===== src/rtl/micro_sequencer.sv =====
// Microprogram sequencer driving the CodeROM address: uPC, return stack,
// loop counter and a selectable condition mux, one address per clock.
module micro_sequencer #(
  parameter int ADDR_W      = 11,
  parameter int STACK_DEPTH = 4,
  parameter int SEL_W       = 3,
  parameter int CNT_W       = 8,
  localparam int COND_W     = 2**SEL_W,
  localparam int SP_W       = $clog2(STACK_DEPTH + 1),
  localparam int IDX_W      = (STACK_DEPTH > 1) ? $clog2(STACK_DEPTH) : 1
) (
  input  logic              clock,
  input  logic              reset,
  input  logic              hold,
  input  logic [2:0]        op,
  input  logic [ADDR_W-1:0] d_in,
  input  logic [ADDR_W-1:0] or_in,
  input  logic [COND_W-1:0] cond_in,
  input  logic [SEL_W-1:0]  cond_sel,
  input  logic              cond_pol,
  input  logic              cin,
  output logic [ADDR_W-1:0] addr_out,
  output logic              stack_empty,
  output logic              stack_full,
  output logic              stack_error,
  output logic              counter_zero,
  output logic [SP_W-1:0]   depth
);

  typedef enum logic [2:0] {
    OP_CONT = 3'd0,
    OP_JZ   = 3'd1,
    OP_CJP  = 3'd2,
    OP_CJS  = 3'd3,
    OP_CRTN = 3'd4,
    OP_PUSH = 3'd5,
    OP_RPCT = 3'd6,
    OP_LDCT = 3'd7
  } op_t;

  logic [ADDR_W-1:0] upc;
  logic [ADDR_W-1:0] stack [STACK_DEPTH];
  logic [SP_W-1:0]   sp;
  logic [CNT_W-1:0]  counter;

  logic              pass;
  logic              full;
  logic [IDX_W-1:0]  tos_idx;
  logic [ADDR_W-1:0] next_addr;
  logic              do_push;
  logic              do_pop;
  logic              under_err;
  logic              ld_cnt;
  logic              dec_cnt;
  logic              clr_stack;

  assign pass    = cond_in[cond_sel] ^ cond_pol;
  assign full    = (sp == SP_W'(STACK_DEPTH));
  // Only meaningful when sp > 0; the pop path is gated on that.
  assign tos_idx = IDX_W'(sp - SP_W'(1));

  // Next-address mux and per-op control strobes, decoded from op and current state.
  always_comb begin
    next_addr = upc;
    do_push   = 1'b0;
    do_pop    = 1'b0;
    under_err = 1'b0;
    ld_cnt    = 1'b0;
    dec_cnt   = 1'b0;
    clr_stack = 1'b0;
    case (op_t'(op))
      OP_CONT: next_addr = upc;
      OP_JZ: begin
        next_addr = '0;
        clr_stack = 1'b1;
      end
      OP_CJP: if (pass) next_addr = d_in | or_in;
      OP_CJS: begin
        if (pass) begin
          next_addr = d_in | or_in;
          do_push   = 1'b1;
        end
      end
      OP_CRTN: begin
        if (pass) begin
          if (sp != '0) begin
            next_addr = stack[tos_idx];
            do_pop    = 1'b1;
          end else begin
            under_err = 1'b1;
          end
        end
      end
      OP_PUSH: begin
        do_push = 1'b1;
        ld_cnt  = pass;
      end
      OP_RPCT: begin
        if (counter != '0) begin
          next_addr = d_in;
          dec_cnt   = 1'b1;
        end
      end
      OP_LDCT: ld_cnt = 1'b1;
      default: next_addr = upc;
    endcase
  end

  assign addr_out     = reset ? '0 : next_addr;
  assign stack_empty  = (sp == '0);
  assign stack_full   = full;
  assign counter_zero = (counter == '0);
  assign depth        = sp;

  // Control state: uPC, stack pointer, loop counter and sticky error flag.
  always_ff @(posedge clock or posedge reset) begin
    if (reset) begin
      upc         <= '0;
      sp          <= '0;
      counter     <= '0;
      stack_error <= 1'b0;
    end else if (!hold) begin
      upc <= next_addr + ADDR_W'(cin);
      if (clr_stack) begin
        sp          <= '0;
        stack_error <= 1'b0;
      end else if (do_push) begin
        if (full) stack_error <= 1'b1;
        else      sp          <= sp + SP_W'(1);
      end else if (do_pop) begin
        sp <= sp - SP_W'(1);
      end else if (under_err) begin
        stack_error <= 1'b1;
      end
      if (ld_cnt)       counter <= d_in[CNT_W-1:0];
      else if (dec_cnt) counter <= counter - CNT_W'(1);
    end
  end

  // Return-stack storage; contents need no reset, the pointer guards validity.
  always_ff @(posedge clock) begin
    if (!reset && !hold && do_push && !full) stack[IDX_W'(sp)] <= upc;
  end

endmodule


===== config.mk =====
export PLATFORM = sky130hd
export DESIGN_NAME = micro_sequencer
export DESIGN_NICKNAME = d
export VERILOG_FILES = /design/src/rtl/micro_sequencer.sv
export SDC_FILE = /design/constraint.sdc
export NUM_CORES = 1
export LEC_CHECK = 0
export CAP_MARGIN = 10
export CORE_MARGIN = 10
export CORE_UTILIZATION = 30
export DETAILED_ROUTE_END_ITERATION = 8
export PLACE_DENSITY = 0.53
export SLEW_MARGIN = 20
export SYNTH_ARGS = -nofsm -noshare
export SYNTH_HDL_FRONTEND = slang
export SYNTH_SLANG_ARGS = --single-unit

===== constraint.sdc =====
create_clock -name clock -period 4 [get_ports clock]
set_input_delay 0.8 -clock clock [delete_from_list [all_inputs] [get_ports clock]]
set_output_delay 0.8 -clock clock [all_outputs]
set_load 0.005 [all_outputs]

Word level (Yosys, flattened, before mapping). Memory sizes are Yosys's and may differ from the RTL's. Cells that the tools add are included.

Equal/unequal tests: 11. Order comparisons: 1. Muxes and demuxes: 33. Bitwise gates (word level): 3. Reductions and logical operators: 17. $add $sub $neg: 4.

Operators with widths (number): $mux 11 (5); $pmux 11 s4 (1); $mux 1 (18); $mux 8 (2); $eq 3x3->1 const B (5); $mux 3 (4); $add 11x1->11 (1); $or 11x11->11 (1); $ne 3x2->1 const B (3); $reduce_bool 3->1 (3); $logic_not 8->1 (1); $reduce_bool 8->1 (1); $sub 8x1->8 const B (1); $eq 3x2->1 const B (2); $lt 3x4->1 const B (1); $pmux 1 s2 (2); $reduce_and 4->1 (1); $add 3x1->3 const B (1); $bmux 1 s3 (1); $eq 3x1->1 const B (1); $logic_and 1x1->1 (3); $logic_not 1->1 (3); $logic_not 3->1 (1); $reduce_and 3->1 (1); other kinds (6) (6).

Word-level logic and storage cells: 74. Memories: 1. Flip-flop bits (word level): 23. Bits of input ports: 41. Bits in writable memories: 44. Output and inout port bits: 18.

Memory list: stack (depth 4, bits a word 11, rd ports 1, clocked after memory_dff 0, wr ports 1, line 42) `logic [ADDR_W-1:0] stack [STACK_DEPTH];`.

Longest topological paths before layout.
Depth in word-level cells: 9. Mapped depth: 16. Mapped depth without buffers: 13.

Worst setup path after synthesis. No wires, ideal clock.

Path kind: reg-to-output. From: register sp[0], in the netlist depth[0]. To: output addr_out[5]. Arrival: 2.926 ns. Cell stages (with the launch flop): 11. Path slack: 0.274 ns. Path through: dfrtp_1 buf_2 buf_1 inv_1 ha_1 clkbuf_1 mux4_2 a22oi_1 nor2_1 a221o_1 and2_1.

Cells in the longest elaborated chain, start to end: 6.

RTL lines: start, declared (line 43) `logic [SP_W-1:0] sp;`; start signal, assigned (line 129) `else sp <= sp + SP_W'(1);`; start signal, assigned (line 131) `sp <= sp - SP_W'(1);`; $sub 3x1->3; $mem_v2 4x11; $mux 11 * (line 86) `if (sp != '0) begin`; $mux 11 * (line 85) `if (pass) begin`; $pmux 11 s4 * (line 71) `case (op_t'(op))`; $mux 11 * (line 109) `assign addr_out = reset ? '0 : next_addr;`; end, declared (line 22) `output logic [ADDR_W-1:0] addr_out,`.

Every way passes the cells marked *; elsewhere a longest branch is shown, timed or not.

Worst setup path in the final report.
From: input cond_sel[1]. To: output addr_out[5].

Cells in the longest elaborated chain, start to end: 6.

RTL lines: start, declared (line 19) `input logic [SEL_W-1:0] cond_sel,`; $bmux 1 s3 * (line 57) `assign pass = cond_in[cond_sel] ^ cond_pol;`; $mux 1 (implied by the code) * (line 57); $xor 1x1->1 * (line 57); $mux 11, on equally long branches (line 85, 77, 79); $pmux 11 s4 * (line 71); $mux 11 * (line 109).

Every way passes the cells marked *; elsewhere a longest branch is shown, timed or not. The select of a mux whose other input is x is not followed.

==> flow_summary.ini <==
[status]
status = finished, final reports clean

[worst_setup_path]
cp_max_fo = 3
r2r-start = counter[0]
required_ps = 3200
crit_start = cond_sel[1]
crit_type = primary input to output pin
worst-path-buf-inv = 4
cpPeakStageDelay_ps = 540
slowest_stage = mux4_2
cp_top_family = multiplexers
worst_setup_path_end_kind = output pin
cp.arrival_ps = 3020
path_cells = clkdlybuf4s15_1 > mux4_2 > mux2i_4 > xor2_2 > o21ai_1 > buf_4 > buf_6 > a221o_1 > and2_1 > buf_2
startpoint_type = primary input

[sta]
timing.fmax_ghz = 0.262
max_slew_margin = 0.598
layout_min_cycle_time_ps = 3820
worst_hold_slack_ps = 521
setup_viol = 0
slew_violations = 0
fin_crit_sh = 0.956
rsz0062_at_grt = false
fin_setup_tns_ps = 0
hold_viol = 0
max_slew.worst_pin.slew_ps = 599
skew_ps = 6.21

[synthesis]
ys_async_sr_fraction = 0.343
synth.top_cells.by_area = edfxtp_1, dfrtp_1, mux4_2
ys_ff_latch = 67
ys_types = 57
synth_top_area_cell = edfxtp_1
synth-edff-count = 44
synthFlopType = edfxtp_1
netlist_instances = 308
synth_nets = 357
ys.warnings.count = 0
synth.top_cell.area_share = 0.364
syn-cell-area_um2 = 3630
syn_area_per_cell_um2 = 11.8
ys_seq_area_frac = 0.522

[cts]
clk_latency_ps = 340
cts_tree = done
clk_pin_slew_ps = 60
cts_sinks = 67
holdBufCountCts = 0
clockBufferDepth = 2
root_buffer = clkbuf_16
numCtsBuffers = 9
h-tree-depth = 3

[place]
dpl_cell_area_um2 = 4700
io_buffers = 58
dp_hpwl_um = 7670
gp_congestion = 0.790

[power]
total_power_w = 0.00286
p_leak_nw = 2.01
p_per_area_nw_per_um2 = 558
peakVddDrop_uv = 219

[finish]
drive_gt1_frac = 0.255
fin_nets = 468
fillers = 1090
n_antenna_cell = 0
final_area_um2 = 5120
mostFrequentLayoutCell = buf_4
most-common-layout-cells = buf_4, edfxtp_1, clkdlybuf4s50_1
syn_to_final_growth_pct = 41.0
fin_util = 0.428

[floorplanning]
pin_count = 59
initial_core_util = 0.304
core_area_um2 = 12000
fp-row-count = 40
die_x_um = 130
dieArea_um2 = 16900
fp.dieH_um = 130

[drt]
routedWlPerCell_um = 18.8
post-route-drc-count = 0
vias = 2900
vias_per_cell = 5.08
routed_wirelength_um = 10700
drt-initial-drc-count = 212
dr.pass1.iters = 4
detail-route-antenna-nets = 0

[global_route]
track_usage = 0.135
grt_pass1_wl_um = 17200
antenna_found_initial = 0
overflow = 0
grt_max_degree = 28
grt_pass1_vias = 3004

[min_path]
hold_class = register to register
hold_start = counter[1]

[job]
max_cap_violations = 0
==> synthesized netlist by cell type (8+ instances only) <==
cell type and instances:
dfrtp_1 23, mux4_2 11, a21oi_1 18, inv_1 13, nor2_1 30, and2_1 12
edfxtp_1 44, ha_1 8, nand2_1 22, o21ai_0 22, a22oi_1 11
==> report_power, final <==
part,switching (W),internal (W)
logic,0.000464,0.000511
clock network,0.000331,0.000558
registers,0.000118,0.000880
==> routing by layer <==
metal	global-route usage	up-vias	share of wire
met5	0	-	0
met4	0.0569	0	0.025
met3	0.0341	18	0.060
met2	0.213	70	0.49
met1	0.172	1411	0.42
li1	-	1401	-
==> tightest hold or removal path: cells and delay by family (launching register included) <==
| family | cells | cell delay [ps] |
|---|---|---|
| compound gates | 1 | 60 |
| flops | 1 | 370 |
| simple gates | 1 | 60 |
==> kinds of logic after synthesis <==
kind of cell    synth area share
mux                       0.0981
flops                      0.522
simple gates               0.142
buf+inv                   0.0317
fa+ha+maj                 0.0275
xor+xnor                  0.0189
compound gates             0.160
==> final cells by class <==
cell class | instances | area [um2] | share of cell area
Inverter | 14 | 52.6 | 0.0103
Tap cell | 147 | 184 | 0.0359
Timing Repair Buffer | 112 | 1020 | 0.199
Multi-Input combinational cell | 215 | 1640 | 0.320
Sequential cell | 67 | 1900 | 0.370
Clock inverter | 7 | 106 | 0.0208
Clock buffer | 9 | 225 | 0.0439
==> through the flow <==
stage / std cells / setup slack [ps]
6_report: 571 / 177
5_1_grt: 571 / 17.8
4_1_cts: 569 / -121
3_5_place_dp: 546 / -501
3_3_place_gp: 546 / -490
2_1_floorplan: 308 / 274
==> worst paths after layout <==
check,end,depth (start not counted),slack (ps)
min in group asynchronous,counter[2],3,1080
worst min-delay path,counter[1],2,520
max in group asynchronous,upc[4],3,2570
worst max-delay path,addr_out[5],10,180
worst min register to register,counter[1],2,520
worst max register to register,upc[10],14,600
==> sequential cells by signal (all words and copies together), names as in the netlist <==
register	cells
upc	11
stack	44
stack_error	1
depth	3
counter	8
==> timing repair <==
| action | in CTS | in global routing |
|---|---|---|
| pin swaps | 4 | 5 |
| buffers inserted | 7 | 2 |
| gates resized for setup | 28 | 24 |
| setup endpoints to repair | 13 | 9 |
Note: power is estimated with default switching activity, not from simulation.
